$ cat config.mk
export PLATFORM = sky130hd
export DESIGN_NAME = compalu_issue_ctrl
export DESIGN_NICKNAME = d
export VERILOG_FILES = /design/src/rtl/compalu_issue_ctrl.sv
export SDC_FILE = /design/constraint.sdc
export NUM_CORES = 1
export LEC_CHECK = 0
export BUFFER_PORTS_ARGS = -buffer_cell sky130_fd_sc_hd__buf_2
export CORE_MARGIN = 10
export CORE_UTILIZATION = 43
export DETAILED_ROUTE_END_ITERATION = 12
export PLACE_DENSITY = 0.65
export SKIP_LAST_GASP = 1
export SLEW_MARGIN = 30
export SYNTH_ARGS = -nofsm -noshare
export SYNTH_HDL_FRONTEND = slang
export SYNTH_SLANG_ARGS = --single-unit
export TNS_END_PERCENT = 1
$ cat constraint.sdc
create_clock -name clk -period 2.6 [get_ports clk]
set_clock_uncertainty 0.05 [all_clocks]
set_input_delay 0.52 -clock clk [delete_from_list [all_inputs] [get_ports clk]]
set_output_delay 0.52 -clock clk [all_outputs]
set_load 0.02 [all_outputs]
$ cat src/rtl/compalu_issue_ctrl.sv
// Issue sequencer for CompALU: queues R-type instructions, issues one every two cycles and
// writes results back to rd. Define COMPALU_CTRL_STATS_EN to add retired/illegal counters.
module compalu_issue_ctrl #(
    parameter int unsigned DEPTH = 4,
    parameter int unsigned PTR_W = 2
) (
    input  logic             clk,
    input  logic             rst,
    input  logic [31:0]      instr_in,
    input  logic             instr_valid,
    output logic             instr_ready,
    output logic [31:0]      alu_instr,
    input  logic [31:0]      alu_out,
    input  logic             alu_zero,
    input  logic             alu_carry,
    output logic             rf_we,
    output logic [4:0]       rf_waddr,
    output logic [31:0]      rf_wdata,
    output logic             done_valid,
    output logic             done_zero,
    output logic             done_carry,
    output logic             done_illegal,
    output logic             busy,
`ifdef COMPALU_CTRL_STATS_EN
    output logic [15:0]      retired_cnt,
    output logic [15:0]      illegal_cnt,
`endif
    output logic [PTR_W:0]   count
);

    localparam logic [PTR_W:0]   FULL    = DEPTH[PTR_W:0];
    localparam logic [PTR_W:0]   CNT_ONE = 1;
    localparam logic [PTR_W-1:0] PTR_ONE = 1;

    typedef enum logic [1:0] {StIdle, StExec, StWb} state_e;

    state_e           state;
    logic [31:0]      mem [DEPTH];
    logic [PTR_W-1:0] wr_ptr;
    logic [PTR_W-1:0] rd_ptr;
    logic [PTR_W:0]   count_nxt;
    logic [31:0]      head;
    logic             push;
    logic             pop;
    logic             legal;

    assign head        = mem[rd_ptr];
    assign instr_ready = count < FULL;
    assign push        = instr_valid && instr_ready;
    assign pop         = state == StWb;
    assign alu_instr   = (state == StIdle) ? 32'h0 : head;
    assign busy        = state != StIdle;

    always_comb begin
        count_nxt = count;
        if (push && !pop) begin
            count_nxt = count + CNT_ONE;
        end else if (pop && !push) begin
            count_nxt = count - CNT_ONE;
        end
    end

    always_comb begin
        legal = 1'b0;
        if (head[31:26] == 6'b0) begin
            case (head[5:0])
                6'b100100, 6'b100011, 6'b100101, 6'b000010, 6'b000000: legal = 1'b1;
                default: legal = 1'b0;
            endcase
        end
    end

    // Storage is not reset; occupancy and pointers alone define validity.
    always_ff @(posedge clk) begin
        if (push) begin
            mem[wr_ptr] <= instr_in;
        end
    end

    always_ff @(posedge clk) begin
        if (rst) begin
            state        <= StIdle;
            wr_ptr       <= '0;
            rd_ptr       <= '0;
            count        <= '0;
            rf_we        <= 1'b0;
            rf_waddr     <= '0;
            rf_wdata     <= '0;
            done_valid   <= 1'b0;
            done_zero    <= 1'b0;
            done_carry   <= 1'b0;
            done_illegal <= 1'b0;
        end else begin
            if (push) begin
                wr_ptr <= wr_ptr + PTR_ONE;
            end
            count        <= count_nxt;
            rf_we        <= 1'b0;
            done_valid   <= 1'b0;
            done_zero    <= 1'b0;
            done_carry   <= 1'b0;
            done_illegal <= 1'b0;
            case (state)
                StIdle: begin
                    if (count != '0) begin
                        state <= StExec;
                    end
                end
                StExec: begin
                    // CompALU is combinational, so its outputs are final at this edge.
                    rf_we        <= legal && (head[15:11] != 5'd0);
                    rf_waddr     <= head[15:11];
                    rf_wdata     <= alu_out;
                    done_valid   <= 1'b1;
                    done_zero    <= legal && alu_zero;
                    done_carry   <= legal && alu_carry;
                    done_illegal <= !legal;
                    state        <= StWb;
                end
                StWb: begin
                    rd_ptr <= rd_ptr + PTR_ONE;
                    state  <= (count_nxt != '0) ? StExec : StIdle;
                end
                default: state <= StIdle;
            endcase
        end
    end

`ifdef COMPALU_CTRL_STATS_EN
    always_ff @(posedge clk) begin
        if (rst) begin
            retired_cnt <= '0;
            illegal_cnt <= '0;
        end else if (done_valid) begin
            if (retired_cnt != 16'hFFFF) begin
                retired_cnt <= retired_cnt + 16'd1;
            end
            if (done_illegal && illegal_cnt != 16'hFFFF) begin
                illegal_cnt <= illegal_cnt + 16'd1;
            end
        end
    end
`endif

endmodule

Word level (Yosys, flattened, before mapping)
Memory sizes are Yosys's and may differ from the RTL's. A register that Yosys moved wholly into a read port is not among the register bits.
Index checks and enable logic that the tools add are counted.
- bits in registers: 51
- memories: 1
- input bits: 69
- RAM bits: 128
- memories (memory ; words ; bits a word ; read ports ; clocked after Yosys merged registers in ; wr ports ; line ; RTL):
    mem ; 4 ; 32 ; 1 ; 1 ; 1 ; 38 ; logic [31:0] mem [DEPTH];
- multiplexer cells: 13
- add/subtract/negate cells: 4
- equal/unequal tests: 7
- reduce and logical (&&, ||, !) cells: 18
- $lt $le $gt $ge: 1
- bitwise operators: 1
- operators with widths (cell ; number):
    $mux 32 ; 1
    $eq 6x6->1 const B ; 3
    $logic_not 6->1 ; 2
    $eq 6x2->1 const B ; 1
    $logic_and 1x1->1 ; 6
    $mux 1 ; 6
    $mux 2 ; 3
    $mux 3 ; 2
    $pmux 2 s3 ; 1
    $reduce_bool 3->1 ; 2
    $reduce_bool 5->1 ; 1
    $reduce_or 5->1 ; 1
    $add 2x1->2 const B ; 2
    $add 3x1->3 const B ; 1
    $logic_not 1->1 ; 3
    $lt 3x3->1 const B ; 1
    $sub 3x1->3 const B ; 1
    $eq 2x1->1 const B ; 1
    $eq 2x2->1 const B ; 1
    $logic_not 2->1 ; 1
    $ne 2x1->1 const B ; 1
    $reduce_bool 2->1 ; 1
    $reduce_or 2->1 ; 1
    $not 1->1 ; 1

Longest topological paths before layout
- word-level depth: 9
- gate-level depth with buffers: 7
- mapped depth without buffers: 5

Worst setup path after synthesis
No wires, ideal clock.
- path type: flip-flop to output port
- from: register (tool-made name)
- to: output port alu_instr[16]
- stages on the path, launching flop included: 6
- buffers on the path: 3
- required time: 2030 ps
- arrival: 1752 ps
- path slack: 278 ps
- cell sequence: dfxtp_1 -> buf_6 -> buf_2 -> buf_2 -> mux4_2 -> nor2b_1
- RTL lines (what ; line ; RTL):
    to (decl) ; 12 ; output logic [31:0] alu_instr,

==> results list <==
* Pwr/cell area: 933 nW/um2
* Yosys Warn Count: 0
- GRT overflow: 0
* Clock network latency to the later pin of the worst-skew pair: 420 ps
* Worst Path Arrival: 1950 ps
- Clock transition at the registers of the reported paths: 60 ps
* Fraction of the cycle the final worst path needs: 96.9%
- Final instance area: 8620 um2
* Count of buffers from port buffering: 147
- For this run, design rule violations remaining after detail routing come to 0.
- Number of global-route vias before repair: 4486
- Worst-Margin Slew: 466 ps
- Worst Path Max Fanout: 14
* DIE AREA: 21500 um2
- The min-delay analysis places its worst path in the category in2reg.
- Area inside the core boundary: 15800 um2
- Overall die width: 147 um
- Critical path's slowest cell: sky130_fd_sc_hd__mux4_2
- Number of iterations in the first detailed-routing pass: 4
- The most numerous cell type found on the critical path is sky130_fd_sc_hd__buf_12.
* Slew margin rel.: 68.9%
- Hold wc startpoint: alu_carry
* Count of cell types in the netlist: 33
* Nets in the synthesized netlist: 529
- The critical path is of the reg2out type.
- Global-route usage over all layers: 14.7%
- The run finished with clean final reports.
* Clk root buf: sky130_fd_sc_hd__clkbuf_16
- Detailed placement ended at an HPWL of 10700 um.
* Maximum level of the CTS H-tree: 4
* Post-synthesis instance area: 6900 um2
- Peak VDD IR: 532 uV
- Maximum count of clock buffers along a single path: 2
- CP Buf/Inv Count: 3
- Setup violations remaining at the end of the flow were counted as 0.
- The first global-routing pass estimated 24800 um of wire.
- Hold buffers post-CTS: 0
* Vias per std cell: 4.95
- Summing over every cut layer, the via total after detailed routing is 4184.
- Pin count of the biggest net entering global routing: 41
- Synthesized netlist cell count: 453
* Die Height: 147 um
- Clock Sink Count: 181
* Highest achievable clock rate: 397 MHz
- Leakage power: 3.24 nW
- In this run the count of I/O pins placed on the die edge is 148.
* Final Routed Wirelength: 15400 um
* Final Max Slew Viols: 0
* Max-Cap Viols: 0
* Average wire per cell in the routed design: 18.2 um
- After detailed placement, the total cell area comes to 8000 um2.
* Final Critical Period: 2520 ps
- Fillers: 1321
* Final ANT Viol Nets: 0
* Number of DRC markers after the initial detailed-route iteration: 221
- Setup repair after global routing could not meet its margin everywhere.
- Mean instance size in the synthesized netlist: 15.2 um2
* Layout overhead on the synthesized area: 25.0%
- The number of hold violations in the final report was 0.
- STA classifies the critical path startpoint as a register.
* Routability cong.: 0.761
- Placement Rows: 46
- For the worst setup path, the data required time is 2030 ps.
* Antenna violations before repair: 3
- TritonCTS built the clock tree.
- The initial utilization of the core area, before any placement, comes to 43.6%.
- Worst stage delay on the critical path: 490 ps
* Highest-count cells in the layout ignoring fill and taps: 147 x sky130_fd_sc_hd__buf_2, 128 x sky130_fd_sc_hd__edfxtp_1, 82 x sky130_fd_sc_hd__nand2_1
- At the end of the flow, the number of nets in the layout was 690.
- Register area share after synthesis: 71.1%
* Clock buffers created by TritonCTS: 17
- Of the cells placed in the final design, the portion with a size suffix greater than 1 is 36.5%.
- Leaving out fill and tap cells, the most frequent cell in the layout is sky130_fd_sc_hd__buf_2.
* Power consumption: 0.00805 W
- Counting flops and latches in the post-synthesis netlist gives 181.
- Post-Layout Cell Count: 846
- Ordered cell list for the critical path: buf_12, buf_12, mux4_2, nor2b_1, buf_2
- The cell family contributing the most delay on the critical path is buffers and inverters.
* Post-Place Cells: 809
- The worst setup path is captured at an output port.
[per-layer routing]
layer,vias up,routed length (um),part of all wire [%],GRT usage (%)
met2,148,7110,46,22.8
met3,17,1670,11,7.35
met1,2027,6420,42,17.5
li1,1992,-,-,-
met5,-,0,0,0
met4,0,191,1.2,4.65
[cells by family after synthesis]
| group | Yosys count | share of synthesized area, % |
|---|---|---|
| AOI/OAI and AO/OA | 50 | 3.99 |
| xor gates and xnor gates | 3 | 0.381 |
| buffers and inverters | 31 | 2.07 |
| DFF | 181 | 71.1 |
| and+or+nand+nor | 148 | 10.1 |
| muxes | 33 | 11.0 |
| adders and majority gates | 7 | 1.27 |
[what timing repair did]
item	4_1_cts	5_1_grt
buffers inserted	2	0
resized for setup	1	2
setup endpoints to repair	24	9
[synth_stat cells]
| library cell | n | share of area, % |
|---|---|---|
| sky130_fd_sc_hd__o21ai_0 | 2 | 0.15 |
| sky130_fd_sc_hd__nor3b_1 | 1 | 0.11 |
| sky130_fd_sc_hd__nand3_1 | 3 | 0.22 |
| sky130_fd_sc_hd__nor2_1 | 13 | 0.71 |
| sky130_fd_sc_hd__buf_1 | 4 | 0.22 |
| sky130_fd_sc_hd__nor4_2 | 2 | 0.36 |
| sky130_fd_sc_hd__and2_1 | 7 | 0.63 |
| sky130_fd_sc_hd__dfxtp_1 | 53 | 15 |
| sky130_fd_sc_hd__nor2b_1 | 34 | 3.1 |
| sky130_fd_sc_hd__a2111oi_0 | 1 | 0.13 |
| sky130_fd_sc_hd__a31oi_1 | 2 | 0.18 |
| sky130_fd_sc_hd__buf_12 | 1 | 0.29 |
| sky130_fd_sc_hd__mux4_2 | 24 | 7.8 |
| sky130_fd_sc_hd__nand2b_1 | 4 | 0.36 |
| sky130_fd_sc_hd__xnor2_1 | 2 | 0.25 |
| sky130_fd_sc_hd__a21oi_1 | 39 | 2.8 |
| sky130_fd_sc_hd__inv_1 | 8 | 0.44 |
| sky130_fd_sc_hd__o21a_1 | 2 | 0.22 |
| sky130_fd_sc_hd__buf_2 | 2 | 0.15 |
| sky130_fd_sc_hd__a211oi_1 | 1 | 0.11 |
| sky130_fd_sc_hd__nor4_1 | 1 | 0.091 |
| sky130_fd_sc_hd__buf_6 | 1 | 0.16 |
| sky130_fd_sc_hd__a32o_1 | 1 | 0.15 |
| sky130_fd_sc_hd__or4_1 | 1 | 0.11 |
| sky130_fd_sc_hd__a311oi_1 | 1 | 0.13 |
| sky130_fd_sc_hd__mux4_1 | 8 | 3.0 |
| sky130_fd_sc_hd__mux2i_1 | 1 | 0.15 |
| sky130_fd_sc_hd__nand2_1 | 82 | 4.5 |
| sky130_fd_sc_hd__clkbuf_1 | 15 | 0.82 |
| sky130_fd_sc_hd__o211ai_1 | 1 | 0.11 |
| sky130_fd_sc_hd__xor2_1 | 1 | 0.13 |
| sky130_fd_sc_hd__ha_1 | 7 | 1.3 |
| sky130_fd_sc_hd__edfxtp_1 | 128 | 56 |
[power breakdown]
| group | internal (W) | total [W] | switching, W | leakage, nW |
|---|---|---|---|---|
| combinational | 0.000745 | 0.00199 | 0.00124 | 1.35 |
| clock | 0.00150 | 0.00253 | 0.00103 | 0.280 |
| sequential | 0.00340 | 0.00353 | 0.000133 | 1.61 |
[worst reg2reg max path: stages (launching register included)]
cell                      delay (ps)
sky130_fd_sc_hd__dfxtp_4         370
sky130_fd_sc_hd__buf_12          170
sky130_fd_sc_hd__mux4_1          570
sky130_fd_sc_hd__nor4_1          400
sky130_fd_sc_hd__o21ai_0         230
sky130_fd_sc_hd__nor4_2          250
sky130_fd_sc_hd__and2_1          180
[state kept, by name, summed over array words and instances, names as in the netlist, named ones only]
name	cells
rf_waddr	5
done_carry	1
done_illegal	1
done_valid	1
wr_ptr	2
done_zero	1
rf_we	1
mem	128
rf_wdata	32
rd_ptr	2
state	2
count	3
[per-stage QoR]
stage               hold WS (ps)  setup slack, ps  utilization [%]  setup TNS (ps)
global route                 240            -6.77             54.4           -20.9
CTS                          236             4.39             54.4               0
finish                       255             79.8             54.5               0
floorplan                    435              278                -               0
global placement             390              157             50.6               0
detailed placement           395              143             50.6               0
[worst paths after layout]
check	end	slack, ps	cells past startpoint
setup / recovery	alu_instr[24]	80	5
hold / removal	done_carry	260	2
setup reg to reg	done_zero	320	6
hold reg to reg	rf_wdata[22]	400	2
[layout make-up]
cell class / count / area (um2) / share of cell area [%]
diodes: 3 / 7.51 / 0.0871
clock buffers: 18 / 429 / 4.98
inverters: 8 / 30.0 / 0.348
multi-input cells: 241 / 1860 / 21.6
well taps: 216 / 270 / 3.13
flip-flops and latches: 181 / 4910 / 57.0
clock inverters: 14 / 160 / 1.86
repair buffers: 165 / 950 / 11.0
(Power assumes the default switching activity.)
